**config.mk**
```make
export PLATFORM = sky130hd
export DESIGN_NAME = serial_adder
export DESIGN_NICKNAME = d
export VERILOG_FILES = /design/src/rtl/serial_adder_pkg.sv /design/src/rtl/serial_adder_one_bit_adder.sv /design/src/rtl/serial_adder.sv
export SDC_FILE = /design/constraint.sdc
export NUM_CORES = 1
export LEC_CHECK = 0
export CORE_ASPECT_RATIO = 1.4
export CORE_MARGIN = 4
export CORE_UTILIZATION = 52
export DETAILED_ROUTE_END_ITERATION = 8
export PLACE_DENSITY = 0.78
export SLEW_MARGIN = 0
export SYNTH_ARGS = -nofsm -noshare
export SYNTH_HDL_FRONTEND = slang
export SYNTH_HIERARCHICAL = 1
export SYNTH_SLANG_ARGS = --single-unit
export TNS_END_PERCENT = 50
```
**constraint.sdc**
```tcl
create_clock -name clk -period 1.7 [get_ports clk]
set_input_delay 0.255 -clock clk [delete_from_list [all_inputs] [get_ports clk]]
set_output_delay 0.255 -clock clk [all_outputs]
set_load 0.01 [all_outputs]
```
**src/rtl/serial_adder_pkg.sv**
```systemverilog
// Shared types and defaults for the bit-serial adder/subtractor.
// FSM encodings are fixed so waveforms match across tools.
package serial_adder_pkg;

  localparam int WIDTH_DEF = 8;

  typedef enum logic [1:0] {
    IDLE = 2'd0,
    RUN  = 2'd1,
    DONE = 2'd2
  } state_t;

endpackage

```
**src/rtl/serial_adder_one_bit_adder.sv**
```systemverilog
// Single full-adder cell: the only arithmetic in the serial datapath.
// Pure combinational; carry is registered by the parent.
module one_bit_adder (
  input  logic a,
  input  logic b,
  input  logic c_in,
  output logic sum,
  output logic c_out
);

  assign sum   = a ^ b ^ c_in;
  assign c_out = (a & b) | (c_in & (a ^ b));

endmodule

```
**src/rtl/serial_adder.sv**
```systemverilog
// Bit-serial adder/subtractor, LSB first, one full-adder cell.
// start/busy/done handshake; WIDTH+1 edges per operation.
module serial_adder
  import serial_adder_pkg::*;
#(
  parameter int WIDTH = WIDTH_DEF
) (
  input  logic             clk,
  input  logic             rst_n,
  input  logic             start,
  input  logic             sub,
  input  logic [WIDTH-1:0] a,
  input  logic [WIDTH-1:0] b,
  input  logic             c_in,
  output logic             busy,
  output logic             done,
  output logic [WIDTH-1:0] sum,
  output logic             c_out,
  output logic             overflow
);

  localparam int CW = (WIDTH > 1) ? $clog2(WIDTH) : 1;
  localparam logic [CW-1:0] LAST = CW'(WIDTH - 1);

  state_t state, nxt;

  logic [CW-1:0]    idx;
  logic [WIDTH-1:0] a_sr;
  logic [WIDTH-1:0] b_sr;
  logic [WIDTH-1:0] res_sr;
  logic [WIDTH-1:0] res_nxt;
  logic             cy;
  logic             fs;
  logic             fc;
  logic             accept;
  logic             last;

  one_bit_adder u_fa (
    .a     (a_sr[0]),
    .b     (b_sr[0]),
    .c_in  (cy),
    .sum   (fs),
    .c_out (fc)
  );

  assign accept  = start && (state != RUN);
  assign last    = (state == RUN) && (idx == LAST);
  assign res_nxt = {fs, res_sr[WIDTH-1:1]};

  assign busy = (state == RUN);
  assign done = (state == DONE);

  always_ff @(posedge clk or negedge rst_n) begin
    if (!rst_n) begin
      state <= IDLE;
    end else begin
      state <= nxt;
    end
  end

  always_comb begin
    nxt = state;
    unique case (state)
      IDLE: if (start) nxt = RUN;
      RUN:  if (idx == LAST) nxt = DONE;
      DONE: nxt = start ? RUN : IDLE;
      default: nxt = IDLE;
    endcase
  end

  always_ff @(posedge clk or negedge rst_n) begin
    if (!rst_n) begin
      idx      <= '0;
      a_sr     <= '0;
      b_sr     <= '0;
      res_sr   <= '0;
      cy       <= 1'b0;
      sum      <= '0;
      c_out    <= 1'b0;
      overflow <= 1'b0;
    end else if (accept) begin
      // subtract is a + ~b + 1
      idx  <= '0;
      a_sr <= a;
      b_sr <= sub ? ~b : b;
      cy   <= sub ? 1'b1 : c_in;
    end else if (state == RUN) begin
      a_sr   <= a_sr >> 1;
      b_sr   <= b_sr >> 1;
      res_sr <= res_nxt;
      cy     <= fc;
      if (!last) begin
        idx <= idx + 1'b1;
      end
      // cy here is the carry into the MSB
      if (last) begin
        sum      <= res_nxt;
        c_out    <= fc;
        overflow <= cy ^ fc;
      end
    end
  end

endmodule
```
# After elaboration in Yosys (flattened, before gate mapping)
# Index checks and enable logic that the tools add are counted.
# W data, S select, Z words.
# totals
reg_bits	40
input_bits	21
output_inout_bits	12
word_cells	48
# op_classes
add_sub_neg	1
n_eq_ne	7
n_mux	15
bitwise	8
n_reduce_logical	8
# op_table
operator	n
$mux W8	5
$mux W3	3
$not A8 Y8	1
$pmux W2 S3	1
$reduce_and A2 Y1	3
$mux W1	4
$mux W2	2
$ne A2 B1 Y1 const B	2
$ne A2 B2 Y1 const B	2
$add A3 B1 Y3 const B	1
$eq A3 B3 Y1 const B	1
$reduce_and A3 Y1	1
$xor A1 B1 Y1	3
$and A1 B1 Y1	2
$eq A2 B1 Y1 const B	1
$eq A2 B2 Y1 const B	1
$logic_and A1 B1 Y1	2
$logic_not A2 Y1	1
$reduce_bool A2 Y1	1
$not A1 Y1	1
$or A1 B1 Y1	1

# Logic depth before layout (Yosys ltp)
# Gate-level depths: netlist (run 1).
# depth
word_depth	5
ltp_mapped	6
depth_no_buf	5

# Modules after synthesis
# The synthesis (run 1) kept the hierarchy.
# modules_own_cells
mod	n_inst	cells_each	area_per_inst_um2
serial_adder	1	153	1834.3
one_bit_adder	1	1	20.0

# Worst setup path before layout (run 1)
# Ideal clock, no wire load.
# synth_timing
path_kind	register to register
start	register idx[0]
end	register idx[0]
setup_ns	0.125
arrival_ns	1.382
t_required_ns	1.575
path_slack_ns	0.192
stages_incl_launch_ff	6
cell_sequence	dfrtp_1 ha_1 ha_1 nor3b_4 a21oi_2 mux2_4
# synth_between
elab_chain_cells	4
elab_cells_between_ends	8
classes_between	1 x add/sub; 2 x eq/ne; 3 x mux; 2 x reduce/logical
# synth_rtl
element	line	rtl
start: declaration	serial_adder.sv:27	logic [CW-1:0] idx;
start signal: assignment	serial_adder.sv:93	idx <= idx + 1'b1;
$add A3 B1 Y3 or $eq A3 B3 Y1 (tied branches)	serial_adder.sv:93, serial_adder.sv:47	
$mux W3 or $logic_and A1 B1 Y1 (tied branches)	serial_adder.sv:92, serial_adder.sv:47	
$mux W3 or $ne A2 B2 Y1 (tied branches)	-	
$mux W3 or $reduce_and A2 Y1 (tied branches)	-	
# Several ways; a longest one is shown, not always the timed one. The select of a mux whose other input is x is not followed.
# A chain may end at the register's enable or synchronous reset.

# Worst setup path after layout (run 1)
# Ends and elaborated chain as after synthesis.

==> metrics.csv, run 1 <==
stage;metric;value;unit
drt;routed len/inst;14.8;um
drt;DRT Pass-1 Iters;4;
drt;vias per cell;5.24;
global_routing;first-pass GRT wire length;5870;um
pwr;P_leak;0.00115;uW
sta;Setup TNS Final;0;ps
sta;fmax;612;MHz
pwr;peak supply drop;1.21;mV
sta;Layout Skew;9.01;ps
final_layout;fraction of final layout cells sized beyond drive strength 1;0.233;
global_routing;largest net degree at the start of global routing;40;
cts;Reg clk slew, reported paths;70;ps
pwr;power share of the clock group;0.214;
drt;Routed WL;3450;um
cts;CTS H-tree lvls;2;
worst_setup_path;origin of the critical flop-to-flop path;idx[0];
sta;endpoints failing setup;0;
final_layout;antenna cell count;0;
cts;CTS Buf Count;5;
logic_synthesis;Synth cell types;25;
floorplanning;die height;78.7;um
logic_synthesis;leading area contributor after synthesis;dfrtp_1;
sta;period utilization;0.960;
pwr;sw frac;0.324;
sta;Final Max Tran Viols;0;
logic_synthesis;Ys Warns;6;
drt;Final ANT Viol Nets;0;
worst_setup_path;Setup crit end kind;flop;
drt;routed wl met3;189;um
drt;length of routed met2 wiring;1850;um
logic_synthesis;Post-synth EDFFs;0;
pwr;NetSw;1360;uW
logic_synthesis;Avg Inst Size Synth;12.0;um^2
worst_setup_path;worst setup path class;reg2reg;
sta;Final min period;1630;ps
floorplanning;Initial Util;0.544;
logic_synthesis;Yosys reg bits;39;
pwr;Cell Pwr Density;1780;nW/um^2
final_layout;area added between synthesis and finish;26.7;%
status;outcome;complete, no violations;
floorplanning;die width;58.5;um
sta;Max-slew headroom;0.671;
drt;# DRC;0;
floorplanning;FP Rows;25;
pwr;Combinational Power Share;0.399;
logic_synthesis;ys async rst share;1.00;
logic_synthesis;Post-Syn Nets;178;
cts;CTS Sinks;39;
final_layout;post-route cell area;2350;um^2
drt;Iter 0 DRT Violations;34;
placed_design;gpl congestion;0.711;
cts;CTS Root Cell;clkbuf_8;
placed_design;Placed Instances;221;
hold_path;min-delay worst type;in2async;
floorplanning;I/O pin count;33;
global_routing;vias in the first global route;1313;
sta;Slew @ Worst Pin;491;ps
logic_synthesis;share of the yosys chip area belonging to registers;0.526;
final_layout;non-filler cells in the finished layout;233;
drt;M1 WL;1360;um
final_layout;area of the multi-input gates;792;um^2
run;Max-Cap Viols;0;
cts;CTS tree;yes;
final_layout;fin nets;216;
placed_design;PortBufs;32;
pwr;Reg power frac;0.387;
worst_setup_path;CP Launch Point;idx[0];
cts;hold buffer count at CTS;0;
logic_synthesis;top cell type's share of synthesized area;0.526;
global_routing;gr usage total;0.170;
final_layout;fin util;0.689;
pwr;overall power;4190;uW
floorplanning;Core Region;3410;um^2
worst_setup_path;Worst Path Max Fanout;4;
placed_design;HPWL reported at the end of detailed placement;2570;um
logic_synthesis;Synth Flop Type;dfrtp_1;
final_layout;fillcell total;256;
logic_synthesis;Cell Area, Synth;1850;um^2
logic_synthesis;Post-Synthesis Cells;154;
worst_setup_path;WP data arrival;1800;ps
cts;worst-skew pair later-pin latency;290;ps
pwr;Power Internal;2830;uW
global_routing;initial antenna violation count;0;
worst_setup_path;Worst EP required;1870;ps
floorplanning;Die ar.;4600;um^2
logic_synthesis;largest cells by area after synthesis;dfrtp_1 53%, mux2i_1 8.1%, nand2_1 7.5%;
sta;RSZ-0062 raised after global routing;no;
sta;Fin. Hold Viols;0;
cts;clock buffer depth;2;
placed_design;placed cell areas;2190;um^2
drt;max layer used;met4;
global_routing;GRT overflow;0;
worst_setup_path;Critical Path Source Type;flop;
final_layout;flip-flop and latch area;977;um^2
drt;DR vias;1221;
==> power groups by stage <==
stage               sequential, uW  clock, uW  combinational, uW
finish                        1620        895               1670
global route                  1670        966               1850
CTS                           1630        916               1710
detailed placement            1660          0               1660
global placement              1610          0               1560
floorplan                     1630          0               1150
==> critical path, cell delays in order, from the launching register on <==
cell and delay, ps:
dfrtp_1 410, ha_1 220, ha_1 260, nor3b_4 280, a21oi_2 80, mux2_4 270
==> cells in the mapped netlist (all sizes together) (2+ instances only) <==
cell,count
nand2,37
o21ai,18
a21oi,2
dfrtp,39
mux2,10
xor2,7
inv,3
ha,2
buf,9
a22o,2
mux2i,15
xnor2,2
==> cells by family after synthesis <==
family,after synthesis,share of synthesized area
buffers and inverters,12,0.0466
multiplexers,25,0.158
AO/OA/AOI/OAI,23,0.0924
XOR/XNOR,9,0.0425
flip-flops,39,0.526
adder cells (fa/ha/maj),3,0.0243
AND/OR/NAND/NOR,43,0.110
==> final timing paths <==
| kind | cells past startpoint | slack [ps] | endpoint |
|---|---|---|---|
| min reg2reg | 2 | 490 | a_sr[4] |
| max in group asynchronous | 2 | 1330 | state[0] |
| max | 5 | 70 | idx[0] |
| max reg2reg | 5 | 70 | idx[0] |
| min in group clk | 2 | 490 | a_sr[4] |
| min | 2 | 8 | sum[2] |
==> layout by cell type (no fill, tap or decap) <==
cell	netlist	layout
a21oi_2	1	1
a22o_2	2	2
ha_1	2	2
buf_4	2	7
clkbuf_1	0	1
dfrtp_2	0	1
nor3b_4	1	1
dlygate4sd2_1	0	2
o21ai_2	11	11
mux2i_1	15	15
fa_1	1	1
mux2_4	8	8
nand3b_4	1	1
nor2_1	1	1
xnor2_1	2	2
buf_12	0	1
buf_2	3	1
o22ai_1	1	1
nand2_1	37	37
dfrtp_1	39	38
xor2_1	7	7
bufinv_16	0	2
clkdlybuf4s50_1	0	29
inv_1	3	3
clkbuf_8	0	5
and2b_2	1	1
o21ai_0	7	7
nand2b_2	1	1
mux2_2	2	2
a21oi_1	1	1
nor3_1	1	1
==> state kept, by name (all words and copies together) (netlist names) <==
| register | cells |
|---|---|
| a_sr | 8 |
| b_sr | 8 |
| c_out | 1 |
| cy | 1 |
| idx | 3 |
| overflow | 1 |
| res_sr | 7 |
| state | 2 |
| sum | 8 |
==> layout make-up <==
type,instances,area share
Inverter,3,0.00479
Multi-Input combinational cell,103,0.337
Clock buffer,6,0.0309
Timing Repair Buffer,40,0.164
Clock inverter,2,0.0256
Tap cell,40,0.0213
Sequential cell,39,0.416
==> per-stage QoR <==
step,hold slack [ps],setup WS [ps]
after global routing,43.4,18.2
after floorplan,-40.6,192
after detailed placement,334,44.9
after CTS,25.2,28.9
after global placement,324,160
final,8.03,67.2
==> routing by layer <==
layer | up-vias | track usage
li1 | 590 | -
met1 | 591 | 0.187
met2 | 34 | 0.301
met3 | 6 | 0.0461
met4 | 0 | 0.0626
met5 | - | 0
==> repair_timing <==
item                                    4_1_cts  5_1_grt
resized for setup                             3        0
hold endpoints to repair                      0        0
endpoints found under the setup margin        2        1
buffers inserted                              4        0
pin swaps                                     0        1
(Power assumes the default switching activity.)
==> inputs of run 2 (changes only) <==
--- a/config.mk
+++ b/config.mk
@@ -9,7 +9,7 @@
 export CORE_MARGIN = 4
 export CORE_UTILIZATION = 52
 export DETAILED_ROUTE_END_ITERATION = 8
-export PLACE_DENSITY = 0.78
+export PLACE_DENSITY = 0.79
 export SLEW_MARGIN = 0
 export SYNTH_ARGS = -nofsm -noshare
 export SYNTH_HDL_FRONTEND = slang
==> metrics.csv, run 2 (synthesized netlist as in run 1, its figures left out) <==
stage;metric;value;unit
placed_design;gpl congestion;0.747;
floorplanning;Die ar.;4600;um^2
placed_design;Place WS;84.1;ps
sta;Max-slew headroom;0.675;
cts;CTS tree;yes;
drt;# DRC;0;
final_layout;antenna cell count;0;
drt;Routed WL;3310;um
final_layout;most frequent cells in the layout;38 x dfrtp_1, 37 x nand2_1, 29 x clkdlybuf4s50_1, 15 x mux2i_1, 11 x o21ai_2;
sta;Fin. Hold Viols;0;
worst_setup_path;WP data arrival;1770;ps
final_layout;fillcell total;280;
floorplanning;FP Rows;25;
drt;DRT Pass-1 Iters;4;
status;outcome;complete, no violations;
global_routing;GRT overflow;0;
sta;Slew @ Worst Pin;487;ps
sta;Layout Skew;5.82;ps
cts;worst-skew pair later-pin latency;280;ps
sta;Final min period;1610;ps
cts;CTS Sinks;39;
placed_design;HPWL reported at the end of detailed placement;2480;um
pwr;peak supply drop;1.13;mV
worst_setup_path;Setup crit end kind;flop;
global_routing;first-pass GRT wire length;5610;um
final_layout;commonest non-fill, non-tap cell in the layout;dfrtp_1;
global_routing;gr usage total;0.162;
worst_setup_path;worst setup path class;reg2reg;
global_routing;initial antenna violation count;0;
drt;vias per cell;5.18;
global_routing;largest net degree at the start of global routing;40;
sta;endpoints failing setup;0;
drt;Iter 0 DRT Violations;23;
sta;RSZ-0062 raised after global routing;no;
floorplanning;Core Region;3410;um^2
final_layout;Largest regs;a_sr x8, b_sr x8, sum x8;
final_layout;fin nets;215;
global_routing;vias in the first global route;1307;
sta;post-route setup slack;93.7;ps
pwr;P_leak;0.00112;uW
hold_path;min-delay worst type;in2async;
sta;period utilization;0.945;
final_layout;fraction of final layout cells sized beyond drive strength 1;0.230;
final_layout;area added between synthesis and finish;23.1;%
cts;CTS Buf Count;5;
cts;CTS Root Cell;clkbuf_8;
floorplanning;Initial Util;0.544;
worst_setup_path;Worst Path Max Fanout;4;
worst_setup_path;Critical Path Source Type;flop;
sta;Final Max Tran Viols;0;
cts;CTS H-tree lvls;2;
cts;Reg clk slew, reported paths;70;ps
drt;Final ANT Viol Nets;0;
drt;DR vias;1197;
cts;hold buffer count at CTS;0;
run;Max-Cap Viols;0;
floorplanning;die height;78.7;um
placed_design;PortBufs;32;
worst_setup_path;Worst EP required;1870;ps
pwr;Cell Pwr Density;1700;nW/um^2
cts;clock buffer depth;2;
sta;Setup TNS Final;0;ps
floorplanning;I/O pin count;33;
sta;fmax;623;MHz
floorplanning;die width;58.5;um
drt;routed len/inst;14.3;um
==> run 2: cell count changes in the layout (fill, tap and decap cells not counted) <==
| cell | delta |
|---|---|
| bufinv_16 | -2 |
| clkbuf_1 | -1 |
| clkbuf_8 | +1 |
| clkinv_2 | +1 |
| buf_12 | -1 |
==> run 2: power breakdown <==
group	switching, uW	internal (uW)
clock	292	318
sequential	273	1350
combinational	765	871
total	1330	2540
==> run 2: final cells by class <==
type | instances | area [um^2] | area share
flip-flops and latches | 39 | 977 | 0.428
repair buffers | 39 | 365 | 0.160
clock inverters | 1 | 5.00 | 0.00219
well taps | 40 | 50.0 | 0.0219
clock buffers | 6 | 82.6 | 0.0362
inverters | 3 | 11.3 | 0.00493
multi-input cells | 103 | 792 | 0.347
==> run 2: path summary, 6_finish.rpt <==
check                          from  endpoint  slack, ps  cells past startpoint
min in group clk           overflow  overflow        490                      2
max in group asynchronous     rst_n  state[0]       1330                      2
max reg2reg                  idx[0]    idx[0]         90                      5
min                           rst_n    sum[2]         10                      2
max                          idx[0]    idx[0]         90                      5
min reg2reg                overflow  overflow        490                      2
==> run 2: routing by layer <==
| layer | up-vias | wire length (um) | global-route usage | share of wire |
|---|---|---|---|---|
| met5 | - | 0 | 0 | 0 |
| met4 | 0 | 59 | 0.0696 | 0.018 |
| met3 | 7 | 176 | 0.0395 | 0.053 |
| met2 | 31 | 1760 | 0.296 | 0.53 |
| met1 | 573 | 1310 | 0.170 | 0.39 |
| li1 | 586 | - | - | - |
==> run 2: through the flow <==
step / instance area [um^2] / utilization / instances / total power (uW) / hold slack, ps
floorplan: 1850 / - / 154 / 2780 / -40.6
global placement: 2180 / 0.640 / 222 / 3190 / 325
detailed placement: 2180 / 0.640 / 222 / 3310 / 333
CTS: 2280 / 0.670 / 231 / 3930 / 23.9
global route: 2280 / 0.670 / 231 / 4160 / 48.9
finish: 2280 / 0.670 / 231 / 3870 / 13.4
==> run 2: critical path, stage by stage, from the launching register on <==
cell     delay [ps]
dfrtp_1         400
ha_1            200
ha_1            260
nor3b_4         290
a21oi_2          80
mux2_4          260
==> run 2: repair_timing <==
action                                  in CTS  in global routing
endpoints found under the setup margin       2                  0
buffers inserted                             2                  0
resized for setup                            3                  0
==> inputs of run 3 (changes only) <==
--- a/config.mk
+++ b/config.mk
@@ -8,6 +8,7 @@
 export CORE_ASPECT_RATIO = 1.4
 export CORE_MARGIN = 4
 export CORE_UTILIZATION = 52
+export CTS_CLUSTER_DIAMETER = 200
 export DETAILED_ROUTE_END_ITERATION = 8
 export PLACE_DENSITY = 0.79
 export SLEW_MARGIN = 0
==> results of run 3 <==
Final layout, timing and power as in run 2 (identical DEF).
